==> src/rtl/lpc_pkg.sv <==
// Shared state encoding and sizing constants for the LPC frame sequencer.
package lpc_pkg;

    localparam int LPC_FRAME_LEN_DEF = 240;
    localparam int LPC_RATE_W        = 16;

    typedef enum logic [1:0] {
        ST_IDLE     = 2'd0,
        ST_FILL     = 2'd1,
        ST_ENC_WAIT = 2'd2,
        ST_DEC_WAIT = 2'd3
    } lpc_state_e;

    function automatic logic is_wait_state(input lpc_state_e s);
        return (s == ST_ENC_WAIT) || (s == ST_DEC_WAIT);
    endfunction

endpackage

==> src/rtl/lpc_seq_watchdog.sv <==
// Counts clocks spent in a wait state; the count restarts whenever a new state is entered.
module lpc_seq_watchdog
#(
    parameter int TIMEOUT_CYC = 4096
) (
    input  logic clk_clk,
    input  logic reset_reset_n,
    input  logic start,
    input  logic run,
    output logic expired
);

    localparam int CNT_W = (TIMEOUT_CYC > 1) ? $clog2(TIMEOUT_CYC) : 1;

    logic [CNT_W-1:0] cnt_q;
    logic [CNT_W-1:0] cnt_eff_s;

    // On the first cycle of a state the stale count is replaced by zero.
    always_comb begin
        if (start) begin
            cnt_eff_s = '0;
        end else begin
            cnt_eff_s = cnt_q;
        end
    end

    assign expired = run && (cnt_eff_s == CNT_W'(TIMEOUT_CYC - 1));

    // Wait-cycle counter.
    always_ff @(posedge clk_clk or negedge reset_reset_n) begin
        if (!reset_reset_n) begin
            cnt_q <= '0;
        end else if (run) begin
            cnt_q <= cnt_eff_s + CNT_W'(1);
        end else begin
            cnt_q <= '0;
        end
    end

endmodule

==> src/rtl/lpc_frame_sequencer.sv <==
// Sequences sample collection, encoder and decoder hand-offs for one LPC frame at a time.
// Optional wait-state watchdog enabled by defining LPC_SEQ_TIMEOUT_EN.
module lpc_frame_sequencer
    import lpc_pkg::*;
#(
    parameter int FRAME_LEN   = LPC_FRAME_LEN_DEF,
    parameter int TIMEOUT_CYC = 4096
) (
    input  logic                  clk_clk,
    input  logic                  reset_reset_n,
    input  logic                  en,
    input  logic                  clr,
    input  logic                  smp_v,
    input  logic                  enc_vout,
    input  logic                  dec_vout,
    output logic                  enc_v,
    output logic                  dec_v,
    output logic [LPC_RATE_W-1:0] lpcrate,
    output logic [LPC_RATE_W-1:0] frame_cnt,
    output logic                  busy,
    output logic                  overrun,
    output logic                  timeout
);

    localparam logic [LPC_RATE_W-1:0] LAST_SMP = LPC_RATE_W'(FRAME_LEN - 1);

    lpc_state_e            state_q;
    logic [LPC_RATE_W-1:0] smp_cnt_q;
    logic [LPC_RATE_W-1:0] frame_cnt_q;
    logic                  enc_v_q;
    logic                  dec_v_q;
    logic                  busy_q;
    logic                  overrun_q;
    logic                  wd_expired_s;

    // Frame FSM with sample counter, hand-off pulses and sticky overrun.
    always_ff @(posedge clk_clk or negedge reset_reset_n) begin
        if (!reset_reset_n) begin
            state_q     <= ST_IDLE;
            smp_cnt_q   <= '0;
            frame_cnt_q <= '0;
            enc_v_q     <= 1'b0;
            dec_v_q     <= 1'b0;
            busy_q      <= 1'b0;
            overrun_q   <= 1'b0;
        end else begin
            enc_v_q   <= 1'b0;
            dec_v_q   <= 1'b0;
            busy_q    <= (state_q != ST_IDLE);
            // A stray sample in the same cycle as clr keeps the flag set.
            overrun_q <= (smp_v && (state_q != ST_FILL)) || (overrun_q && !clr);
            case (state_q)
                ST_IDLE: begin
                    if (en) begin
                        state_q <= ST_FILL;
                    end
                end
                ST_FILL: begin
                    if (smp_v) begin
                        enc_v_q <= 1'b1;
                        if (smp_cnt_q == LAST_SMP) begin
                            smp_cnt_q <= '0;
                            state_q   <= ST_ENC_WAIT;
                        end else begin
                            smp_cnt_q <= smp_cnt_q + 16'd1;
                        end
                    end
                end
                ST_ENC_WAIT: begin
                    if (wd_expired_s) begin
                        smp_cnt_q <= '0;
                        state_q   <= ST_IDLE;
                    end else if (enc_vout) begin
                        dec_v_q <= 1'b1;
                        state_q <= ST_DEC_WAIT;
                    end
                end
                ST_DEC_WAIT: begin
                    if (wd_expired_s) begin
                        smp_cnt_q <= '0;
                        state_q   <= ST_IDLE;
                    end else if (dec_vout) begin
                        frame_cnt_q <= frame_cnt_q + 16'd1;
                        state_q     <= en ? ST_FILL : ST_IDLE;
                    end
                end
                default: begin
                    smp_cnt_q <= '0;
                    state_q   <= ST_IDLE;
                end
            endcase
        end
    end

`ifdef LPC_SEQ_TIMEOUT_EN
    lpc_state_e prev_state_q;
    logic       timeout_q;
    logic       wd_start_s;
    logic       wd_run_s;

    assign wd_start_s = (state_q != prev_state_q);
    assign wd_run_s   = is_wait_state(state_q);

    // State-entry tracking and sticky timeout flag.
    always_ff @(posedge clk_clk or negedge reset_reset_n) begin
        if (!reset_reset_n) begin
            prev_state_q <= ST_IDLE;
            timeout_q    <= 1'b0;
        end else begin
            prev_state_q <= state_q;
            timeout_q    <= wd_expired_s || (timeout_q && !clr);
        end
    end

    lpc_seq_watchdog #(
        .TIMEOUT_CYC (TIMEOUT_CYC)
    ) u_watchdog (
        .clk_clk       (clk_clk),
        .reset_reset_n (reset_reset_n),
        .start         (wd_start_s),
        .run           (wd_run_s),
        .expired       (wd_expired_s)
    );

    assign timeout = timeout_q;
`else
    localparam int unused_timeout_cyc = TIMEOUT_CYC;

    assign wd_expired_s = 1'b0;
    assign timeout      = 1'b0;
`endif

    assign lpcrate   = LPC_RATE_W'(FRAME_LEN);
    assign frame_cnt = frame_cnt_q;
    assign enc_v     = enc_v_q;
    assign dec_v     = dec_v_q;
    assign busy      = busy_q;
    assign overrun   = overrun_q;

endmodule
==> config.mk <==
export PLATFORM = sky130hd
export DESIGN_NAME = lpc_frame_sequencer
export DESIGN_NICKNAME = d
export VERILOG_FILES = /design/src/rtl/lpc_pkg.sv /design/src/rtl/lpc_seq_watchdog.sv /design/src/rtl/lpc_frame_sequencer.sv
export SDC_FILE = /design/constraint.sdc
export NUM_CORES = 1
export LEC_CHECK = 0
export ABC_AREA = 1
export CAP_MARGIN = 25
export CELL_PAD_IN_SITES_DETAIL_PLACEMENT = 0
export CELL_PAD_IN_SITES_GLOBAL_PLACEMENT = 1
export CORE_MARGIN = 3
export CORE_UTILIZATION = 30
export CTS_CLUSTER_DIAMETER = 150
export CTS_CLUSTER_SIZE = 20
export DETAILED_ROUTE_END_ITERATION = 16
export PLACE_DENSITY_LB_ADDON = 0.1
export SETUP_SLACK_MARGIN = 0.3
export SLEW_MARGIN = 20
export SYNTH_ARGS = -nofsm -noshare
export SYNTH_HDL_FRONTEND = slang
export SYNTH_SLANG_ARGS = --single-unit
==> constraint.sdc <==
create_clock -name clk_clk -period 2.3 [get_ports clk_clk]
set_input_delay 0.46 -clock clk_clk [delete_from_list [all_inputs] [get_ports clk_clk]]
set_output_delay 0.46 -clock clk_clk [all_outputs]
set_load 0.05 [all_outputs]
==> results of run 1 <==
timing repair:
action,in CTS,in global routing
setup endpoints to repair,5,8
gates resized for setup,5,8
hold endpoints to repair,0,0
hold buffers,0,0
routing by layer:
| metal | GRT usage | vias to the layer above | routed length (um) |
|---|---|---|---|
| met5 | 0 | - | 0 |
| met3 | 0.03199 | 2 | 224 |
| met2 | 0.1770 | 38 | 2048 |
| li1 | - | 881 | - |
| met4 | 0.04084 | 0 | 32 |
| met1 | 0.1521 | 796 | 2201 |
metrics by stage:
| stage | cells | setup WS, ps | power [uW] |
|---|---|---|---|
| after global routing | 408 | 300.2 | 2329 |
| after CTS | 408 | 301.8 | 2211 |
| final | 408 | 360.3 | 2169 |
| after floorplan | 294 | 586.2 | 1513 |
| after detailed placement | 400 | 326.9 | 1724 |
| after global placement | 400 | 373.7 | 1731 |
where the power goes:
part           total [uW]  internal [uW]  leakage, uW  switching (uW)
combinational         780            238     0.000959             542
sequential            904            785     0.000458             119
clock                 484            242    0.0000482             242
total                2170           1270      0.00146             904
layout by cell type (no fill, tap or decap):
master,n
inv_1,48
clkinv_2,1
clkbuf_8,6
nand4_1,5
nor2_4,2
xor2_1,14
nor2_1,29
nand2_1,60
nand3_2,1
buf_2,1
dlymetal6s2s_1,8
o21bai_2,1
nor4_1,1
nand3_1,21
ha_1,7
nand4_4,1
nand2_2,2
dlygate4sd2_1,5
clkbuf_1,1
nor2_2,4
xnor2_1,5
dfrtp_1,38
nor3_1,8
clkdlybuf4s50_1,12
buf_4,2
nand3b_1,2
nor3_2,1
o21ai_0,5
conb_1,17
inv_2,1
a21oi_1,2
o22ai_1,1
flip-flops by register name (all words and copies together) (netlist names):
signal,cells
enc_v,1
busy,1
state_q,2
frame_cnt,16
overrun,1
smp_cnt_q,16
dec_v,1
cell families after synthesis:
| logic type | Yosys count | share of synthesized area |
|---|---|---|
| AND/OR/NAND/NOR | 137 | 0.2851 |
| buffers and inverters | 67 | 0.1453 |
| flip-flops | 38 | 0.4282 |
| XOR/XNOR | 19 | 0.07493 |
| AO/OA/AOI/OAI | 9 | 0.02366 |
| adder cells (fa/ha/maj) | 7 | 0.03943 |
| other | 2 | 0.003382 |
final timing paths:
check	slack, ps	start	to	cells after the start
worst max-delay path	360	frame_cnt[8]$_DFFE_PN0P_	frame_cnt[8]	1
worst min-delay path	170	reset_reset_n	smp_cnt_q[11]$_DFFE_PN0P_	1
worst max register to register	630	state_q[1]$_DFFE_PN0P_	smp_cnt_q[15]$_DFFE_PN0P_	10
worst min register to register	490	frame_cnt[7]$_DFFE_PN0P_	frame_cnt[7]$_DFFE_PN0P_	1
max in group asynchronous	1580	reset_reset_n	busy$_DFF_PN0_	2
min in group clk_clk	490	frame_cnt[7]$_DFFE_PN0P_	frame_cnt[7]$_DFFE_PN0P_	1
cell type report:
class                           instances  area share
Clock buffer                            7     0.03278
Clock inverter                          1    0.001900
Timing Repair Buffer                   28      0.1078
Tap cell                               96     0.04561
Sequential cell                        38      0.3610
Multi-Input combinational cell        189      0.3810
Inverter                               49     0.06983
==> run_results.csv, run 1 <==
group,metric,value,unit
status,outcome,"finished clean",
synthesis,synth-async-reset-ratio,1.000,
timing,setup_viol,0,
cells_and_area,fin_nets,325,
timing,worst_pin_slew,599.8,ps
synthesis,synth_edf_count,0,
job,maxCapViolCount,0,
critical_path,crit_buf_inv,1,
synthesis,yosys_warnings,0,
clocking,cts_buffers,5,
clocking,clock_latency,290,ps
cells_and_area,diodes,0,
power,p_per_area,823.5,nW/um2
synthesis,ys_ff_latch,38,
die,fp.dieH,92.04,um
synthesis,syn_inst,279,
timing,setup_tns,0,ps
timing,rsz0062_at_grt,"no",
cells_and_area,drive_gt1_frac,0.07372,
cells_and_area,final_util,0.3772,
critical_path,critPathTopFamily,"buffers and inverters",
global_routing,gr-total-overflow,0,
die,num_rows,30,
die,initial_core_util,0.3181,
clocking,clock_path_buffers,2,
global_routing,track_usage,0.1143,
die,core_region_area,6982,um2
synthesis,synthTopCellsByArea,"dfrtp_1, nand2_1, inv_1, buf_4, xor2_1",
cells_and_area,seqCellArea,950.9,um2
clocking,cts.htree.levels,2,
global_routing,first_global_vias,1619,
detailed_routing,wire_per_inst,11.04,um
synthesis,yosysMostFrequentCell,"nand2_1",
cells_and_area,fin_area,2634,um2
global_routing,grt_max_degree,26,
synthesis,syn_area,2221,um2
timing,worst_hold_slack,173.6,ps
synthesis,synth_commonest_cells,"nand2_1, inv_1, dfrtp_1, nor2_1, nand3_1",
die,ios,44,
detailed_routing,drt_pre_antenna_iters,4,
place,numPortBuffers,26,
timing,skew,4.225,ps
synthesis,synthDominantCellAreaShare,0.4282,
die,die_area,8471,um2
global_routing,grt_pass1_wl,7.645,mm
synthesis,synth_area_per_cell,7.960,um2
worst_hold_path,hold_class,"input port to async pin",
synthesis,seq_area_frac_synth,0.4282,
timing,max_freq,515.5,MHz
critical_path,crit_path_end_kind,"output pin",
cells_and_area,fillers,785,
critical_path,worstPathRequired,1840,ps
critical_path,path_class,"register to output pin",
detailed_routing,wirelength,4.506,mm
synthesis,synth_cell_types,26,
detailed_routing,vias,1717,
timing,slew_headroom,0.6001,
detailed_routing,drc,0,
timing,period_share,0.8433,
critical_path,max_stage_delay,810,ps
clocking,cts_setup_buffers,0,
critical_path,critPathSlowestCell,"clkdlybuf4s50_1",
place,gp_congestion,0.7511,
power,ir_worst_vdd,0.4639,mV
cells_and_area,area_growth,18.59,%
clocking,root_buffer,"clkbuf_8",
critical_path,arrival,1480,ps
timing,timing.final.crit_period,1940,ps
timing,finalHoldViolations,0,
detailed_routing,ant_nets,0,
die,dieWidth,92.04,um
global_routing,antenna_found_initial,0,
cells_and_area,multi_input_area,1003,um2
synthesis,synth_top_cell_by_area,"dfrtp_1",
power,p_leak,0.001465,uW
place,place_area,2529,um2
clocking,clk_pin_slew,80,ps
detailed_routing,avgViaCountPerCell,4.208,
detailed_routing,dr.first_iter.drc_count,76,
clocking,clock_sinks,38,
timing,maxSlewViolCount,0,
critical_path,cp-start-kind,"register",
clocking,cts_tree,"done",
place,place_hpwl,3.463,mm
critical_path,cp_cell_sequence,"clkdlybuf4s50_1",
critical_path,cp_max_fo,3,
synthesis,synth_flop_cell,"dfrtp_1",
Power figures use the tool's default switching activity.
==> run 2, diff against run 1 <==
==> constraint.sdc (replaced) <==
create_clock -name clk_clk -period 1.6 [get_ports clk_clk]
set_input_delay 0.32 -clock clk_clk [delete_from_list [all_inputs] [get_ports clk_clk]]
set_output_delay 0.32 -clock clk_clk [all_outputs]
set_load 0.05 [all_outputs]
==> run 2 against run 1 <==
- sequential power up 53%
- non-clock buffer count increased by 32
- core utilization is 9.4 points higher
- sequential share of layout area shrank 6.8 points
- register-to-register slack worse by 450 ps
- first-iteration DRC count is 51% lower
- worst hold slack worse by 170 ps
- clock skew increased by 3.6 ps
==> run_results.csv, run 2 (synthesis results as in run 1) <==
group,metric,value,unit
detailed_routing,dr.first_iter.drc_count,37,
global_routing,gr-total-overflow,0,
global_routing,antenna_found_initial,0,
timing,skew,7.806,ps
timing,worst_slack,178.4,ps
die,ios,44,
critical_path,path_class,"register to register",
power,finalPower,3809,uW
die,initial_core_util,0.3181,
detailed_routing,vias,1800,
cells_and_area,seqCellArea,965.9,um2
timing,maxSlewViolCount,0,
die,fp.dieH,92.04,um
place,gp_congestion,0.7609,
detailed_routing,drc,0,
critical_path,crit_path_end_kind,"register",
clocking,cts.htree.levels,2,
critical_path,critPathCapture,"smp_cnt_q[8]$_DFFE_PN0P_",
worst_hold_path,hold_class,"input port to async pin",
detailed_routing,wirelength,4.769,mm
timing,slew_headroom,0.6513,
critical_path,cp_max_fo,5,
clocking,root_buffer,"clkbuf_8",
critical_path,r2r_start,"state_q[0]$_DFFE_PN0P_",
global_routing,first_global_vias,1817,
place,numPortBuffers,26,
detailed_routing,wire_per_inst,10.84,um
power,ir_worst_vdd,0.7327,mV
critical_path,ff2ff_setup_slack,180,ps
global_routing,grt_pass1_wl,8.418,mm
timing,max_freq,703.4,MHz
cells_and_area,fillers,695,
timing,rsz0062_at_grt,"yes",
timing,setup_viol,0,
timing,worst_pin_slew,523.0,ps
clocking,clock_path_buffers,2,
cells_and_area,drive_gt1_frac,0.3663,
clocking,clock_latency,290,ps
clocking,cts_buffers,5,
cells_and_area,final_common_cell,"nand2_1",
timing,finalHoldViolations,0,
critical_path,r2r-end,"smp_cnt_q[8]$_DFFE_PN0P_",
job,maxCapViolCount,0,
detailed_routing,drt_pre_antenna_iters,4,
die,core_region_area,6982,um2
critical_path,reg2reg_depth,8,
global_routing,grt_max_degree,23,
critical_path,worstPathRequired,1780,ps
cells_and_area,final_cell_mix,"nand2_1, inv_1, buf_4, dfrtp_1, nor2_1",
clocking,clk_pin_slew,80,ps
timing,timing.final.crit_period,1422,ps
status,outcome,"finished clean",
die,dieWidth,92.04,um
power,p_leak,0.001628,uW
place,post-place-ws,-89.88,ps
die,num_rows,30,
power,p_per_area,1158,nW/um2
cells_and_area,fin_nets,357,
clocking,cts_tree,"done",
cells_and_area,multi_input_area,1245,um2
critical_path,arrival,1600,ps
die,die_area,8471,um2
critical_path,crit_start,"state_q[0]$_DFFE_PN0P_",
global_routing,track_usage,0.1242,
timing,worst_hold_slack,3.689,ps
cells_and_area,area_growth,48.17,%
clocking,clock_sinks,38,
timing,period_share,0.8885,
critical_path,cp-start-kind,"register",
detailed_routing,ant_nets,0,
detailed_routing,avgViaCountPerCell,4.091,
place,place_hpwl,3.663,mm
cells_and_area,diodes,0,
run 2: how the worst min path moves through the flow:
stage	start	to	slack, ps	depth (start not counted)
floorplan	reset_reset_n	busy$_DFF_PN0_	20	0
global placement	reset_reset_n	enc_v$_DFF_PN0_	340	1
detailed placement	reset_reset_n	enc_v$_DFF_PN0_	340	1
CTS	reset_reset_n	frame_cnt[15]$_DFFE_PN0P_	20	1
global route	reset_reset_n	frame_cnt[6]$_DFFE_PN0P_	30	1
finish	reset_reset_n	frame_cnt[6]$_DFFE_PN0P_	4	1
run 2: critical path, stage by stage, from the launching register on:
cell and delay [ps]:
dfrtp_2 470, ha_4 200, nand2_8 80, clkinv_8 70, buf_6 110, buf_4 140, buf_6 110, nand3_1 60
o21ai_1 60
run 2: metrics by stage:
stage	area [um2]	cells	util	setup TNS (ps)
after global routing	3291	440	0.4713	0
after global placement	2856	416	0.4091	-423.0
after floorplan	2360	294	-	0
final	3291	440	0.4713	0
after detailed placement	2856	416	0.4091	-531.1
after CTS	3159	435	0.4525	0
run 2: final cells by class:
class                           count  share of cell area
Multi-Input combinational cell    189              0.3783
Sequential cell                    38              0.2935
Timing Repair Buffer               60              0.2061
Inverter                           49             0.06046
Tap cell                           96             0.03650
Clock buffer                        6             0.02205
Clock inverter                      2            0.003042
run 2: metal layers:
layer  up-vias  wire (um)  track usage
met1       811       2184       0.1605
met2        34       2296       0.1983
li1        950          -            -
met5         -          0            0
met4         0         66      0.04950
met3         5        222      0.03117
run 2: repair_timing:
action | in CTS | in global routing
setup buffers | 11 | 5
endpoints found under the setup margin | 30 | 29
hold buffers | 0 | 0
pin swaps | 24 | 10
resized for setup | 39 | 19
run 2: report_power, final:
part | leakage (uW) | switching, uW | internal [uW]
Sequential | 0.000441 | 237 | 1140
Clock | 0.0000450 | 340 | 302
Combinational | 0.00114 | 983 | 804
==> run 3, diff against run 2 <==
--- a/config.mk
+++ b/config.mk
@@ -7,10 +7,10 @@
 export LEC_CHECK = 0
 export ABC_AREA = 1
 export CAP_MARGIN = 25
-export CELL_PAD_IN_SITES_DETAIL_PLACEMENT = 0
-export CELL_PAD_IN_SITES_GLOBAL_PLACEMENT = 1
+export CELL_PAD_IN_SITES_DETAIL_PLACEMENT = 2
+export CELL_PAD_IN_SITES_GLOBAL_PLACEMENT = 2
 export CORE_MARGIN = 3
-export CORE_UTILIZATION = 30
+export CORE_UTILIZATION = 27
 export CTS_CLUSTER_DIAMETER = 150
 export CTS_CLUSTER_SIZE = 20
 export DETAILED_ROUTE_END_ITERATION = 16
==> run 3 against run 2 <==
- global-route usage rose by 3.0 points
- worst setup slack worse by 84 ps
- largest cell class unchanged
- first-iteration DRC count grew to 2.5 times the previous value
- die area is 10% higher
==> run_results.csv, run 3 (synthesis results as in run 1) <==
group,metric,value,unit
critical_path,crit_start,"state_q[1]$_DFFE_PN0P_",
global_routing,gr-total-overflow,0,
cells_and_area,fin_cells,463,
cells_and_area,drive_gt1_frac,0.4681,
detailed_routing,avgViaCountPerCell,4.464,
critical_path,cp_max_fo,6,
timing,period_share,0.9412,
power,p_leak,0.001750,uW
timing,skew,8.582,ps
place,dp_cells,420,
timing,rsz0062_at_grt,"yes",
power,finalPower,4724,uW
critical_path,worstPathRequired,1830,ps
die,fp.dieH,96.70,um
cells_and_area,final_common_cell,"nand2_1",
die,num_rows,32,
cells_and_area,fin_nets,374,
critical_path,crit_path_end_kind,"register",
critical_path,cp_cell_sequence,"inv_2 > ha_4 > nand2_8 > clkinv_8 > nand4_1 > nor3_2 > nor2_1 > nor2_1",
global_routing,grt_pass1_wl,11.59,mm
clocking,clock_latency,310,ps
detailed_routing,wire_per_inst,16.96,um
die,die_area,9350,um2
clocking,clk_pin_slew,90,ps
timing,worst_hold_slack,495.2,ps
place,gp_congestion,0.7297,
detailed_routing,dr.first_iter.drc_count,93,
die,core_region_area,7848,um2
critical_path,max_stage_delay,450,ps
cells_and_area,final_cell_mix,"nand2_1, buf_4, inv_1, dfrtp_1",
timing,finalHoldViolations,0,
status,outcome,"finished clean",
global_routing,antenna_found_initial,0,
critical_path,critPathTopFamily,"simple AND/OR/NAND/NOR gates",
critical_path,cp-start-kind,"register",
place,numPortBuffers,26,
timing,maxSlewViolCount,0,
clocking,cts_tree,"done",
die,ios,44,
critical_path,arrival,1740,ps
job,maxCapViolCount,0,
worst_hold_path,hold_class,"input port to async pin",
place,place_hpwl,4.642,mm
critical_path,path_class,"register to register",
die,initial_core_util,0.2830,
cells_and_area,diodes,0,
critical_path,crit_buf_inv,2,
detailed_routing,drt_pre_antenna_iters,4,
global_routing,grt_max_degree,22,
clocking,clock_sinks,38,
clocking,cts.htree.levels,2,
critical_path,critPathSlowestCell,"dfrtp_2",
critical_path,cp_common_cell,"nor2_1",
detailed_routing,wirelength,7.854,mm
timing,setup_viol,0,
detailed_routing,vias,2067,
timing,setup_tns,0,ps
timing,max_freq,664.0,MHz
clocking,clock_path_buffers,2,
power,p_per_area,1285,nW/um2
detailed_routing,ant_nets,0,
cells_and_area,area_growth,65.58,%
critical_path,r2r_start,"state_q[1]$_DFFE_PN0P_",
clocking,cts_buffers,5,
power,ir_worst_vdd,1.130,mV
global_routing,first_global_vias,2262,
die,dieWidth,96.70,um
clocking,root_buffer,"clkbuf_8",
timing,timing.final.crit_period,1506,ps
detailed_routing,drc,0,
global_routing,track_usage,0.1541,
-- run 3: layout make-up --
cell class	instances	area (um2)
flip-flops and latches	38	972.2
inverters	49	206.4
well taps	102	127.6
fillers	863	4170
repair buffers	77	839.6
clock inverters	2	60.06
clock buffers	6	82.58
multi-input cells	189	1389
-- run 3: final timing paths --
path	to	slack (ps)	cells past startpoint
max in group asynchronous	smp_cnt_q[3]$_DFFE_PN0P_	610	3
hold reg to reg	frame_cnt[7]$_DFFE_PN0P_	530	1
hold / removal	frame_cnt[8]$_DFFE_PN0P_	500	2
setup / recovery	smp_cnt_q[14]$_DFFE_PN0P_	90	8
setup reg to reg	smp_cnt_q[14]$_DFFE_PN0P_	90	8
min in group clk_clk	frame_cnt[7]$_DFFE_PN0P_	530	1
-- run 3: through the flow --
stage,setup WS (ps),utilization,area [um2]
final,94.00,0.4686,3677
after detailed placement,-139.8,0.3646,2861
after floorplan,121.0,-,2360
after CTS,173.8,0.4246,3332
after global placement,-94.12,0.3646,2861
after global routing,4.365,0.4686,3677
-- run 3: power breakdown --
part	switching, uW	total, uW	internal (uW)
logic	1220	2250	1020
clock network	398	1060	666
registers	269	1410	1140
total	1890	4720	2830
-- run 3: per-layer routing --
layer / vias to the layer above / global-route usage / share of wire
met5: - / 0 / 0
met4: 0 / 0.04212 / 0.0065
met3: 4 / 0.03677 / 0.031
met2: 37 / 0.2686 / 0.55
met1: 1047 / 0.1896 / 0.41
li1: 979 / - / -
-- run 3: what timing repair did --
action | CTS | global route
hold buffers | 1 | 0
endpoints found under the hold margin | 17 | 0
pin swaps | 21 | 26
buffers inserted | 18 | 16
resized for setup | 51 | 54
setup endpoints to repair | 31 | 38
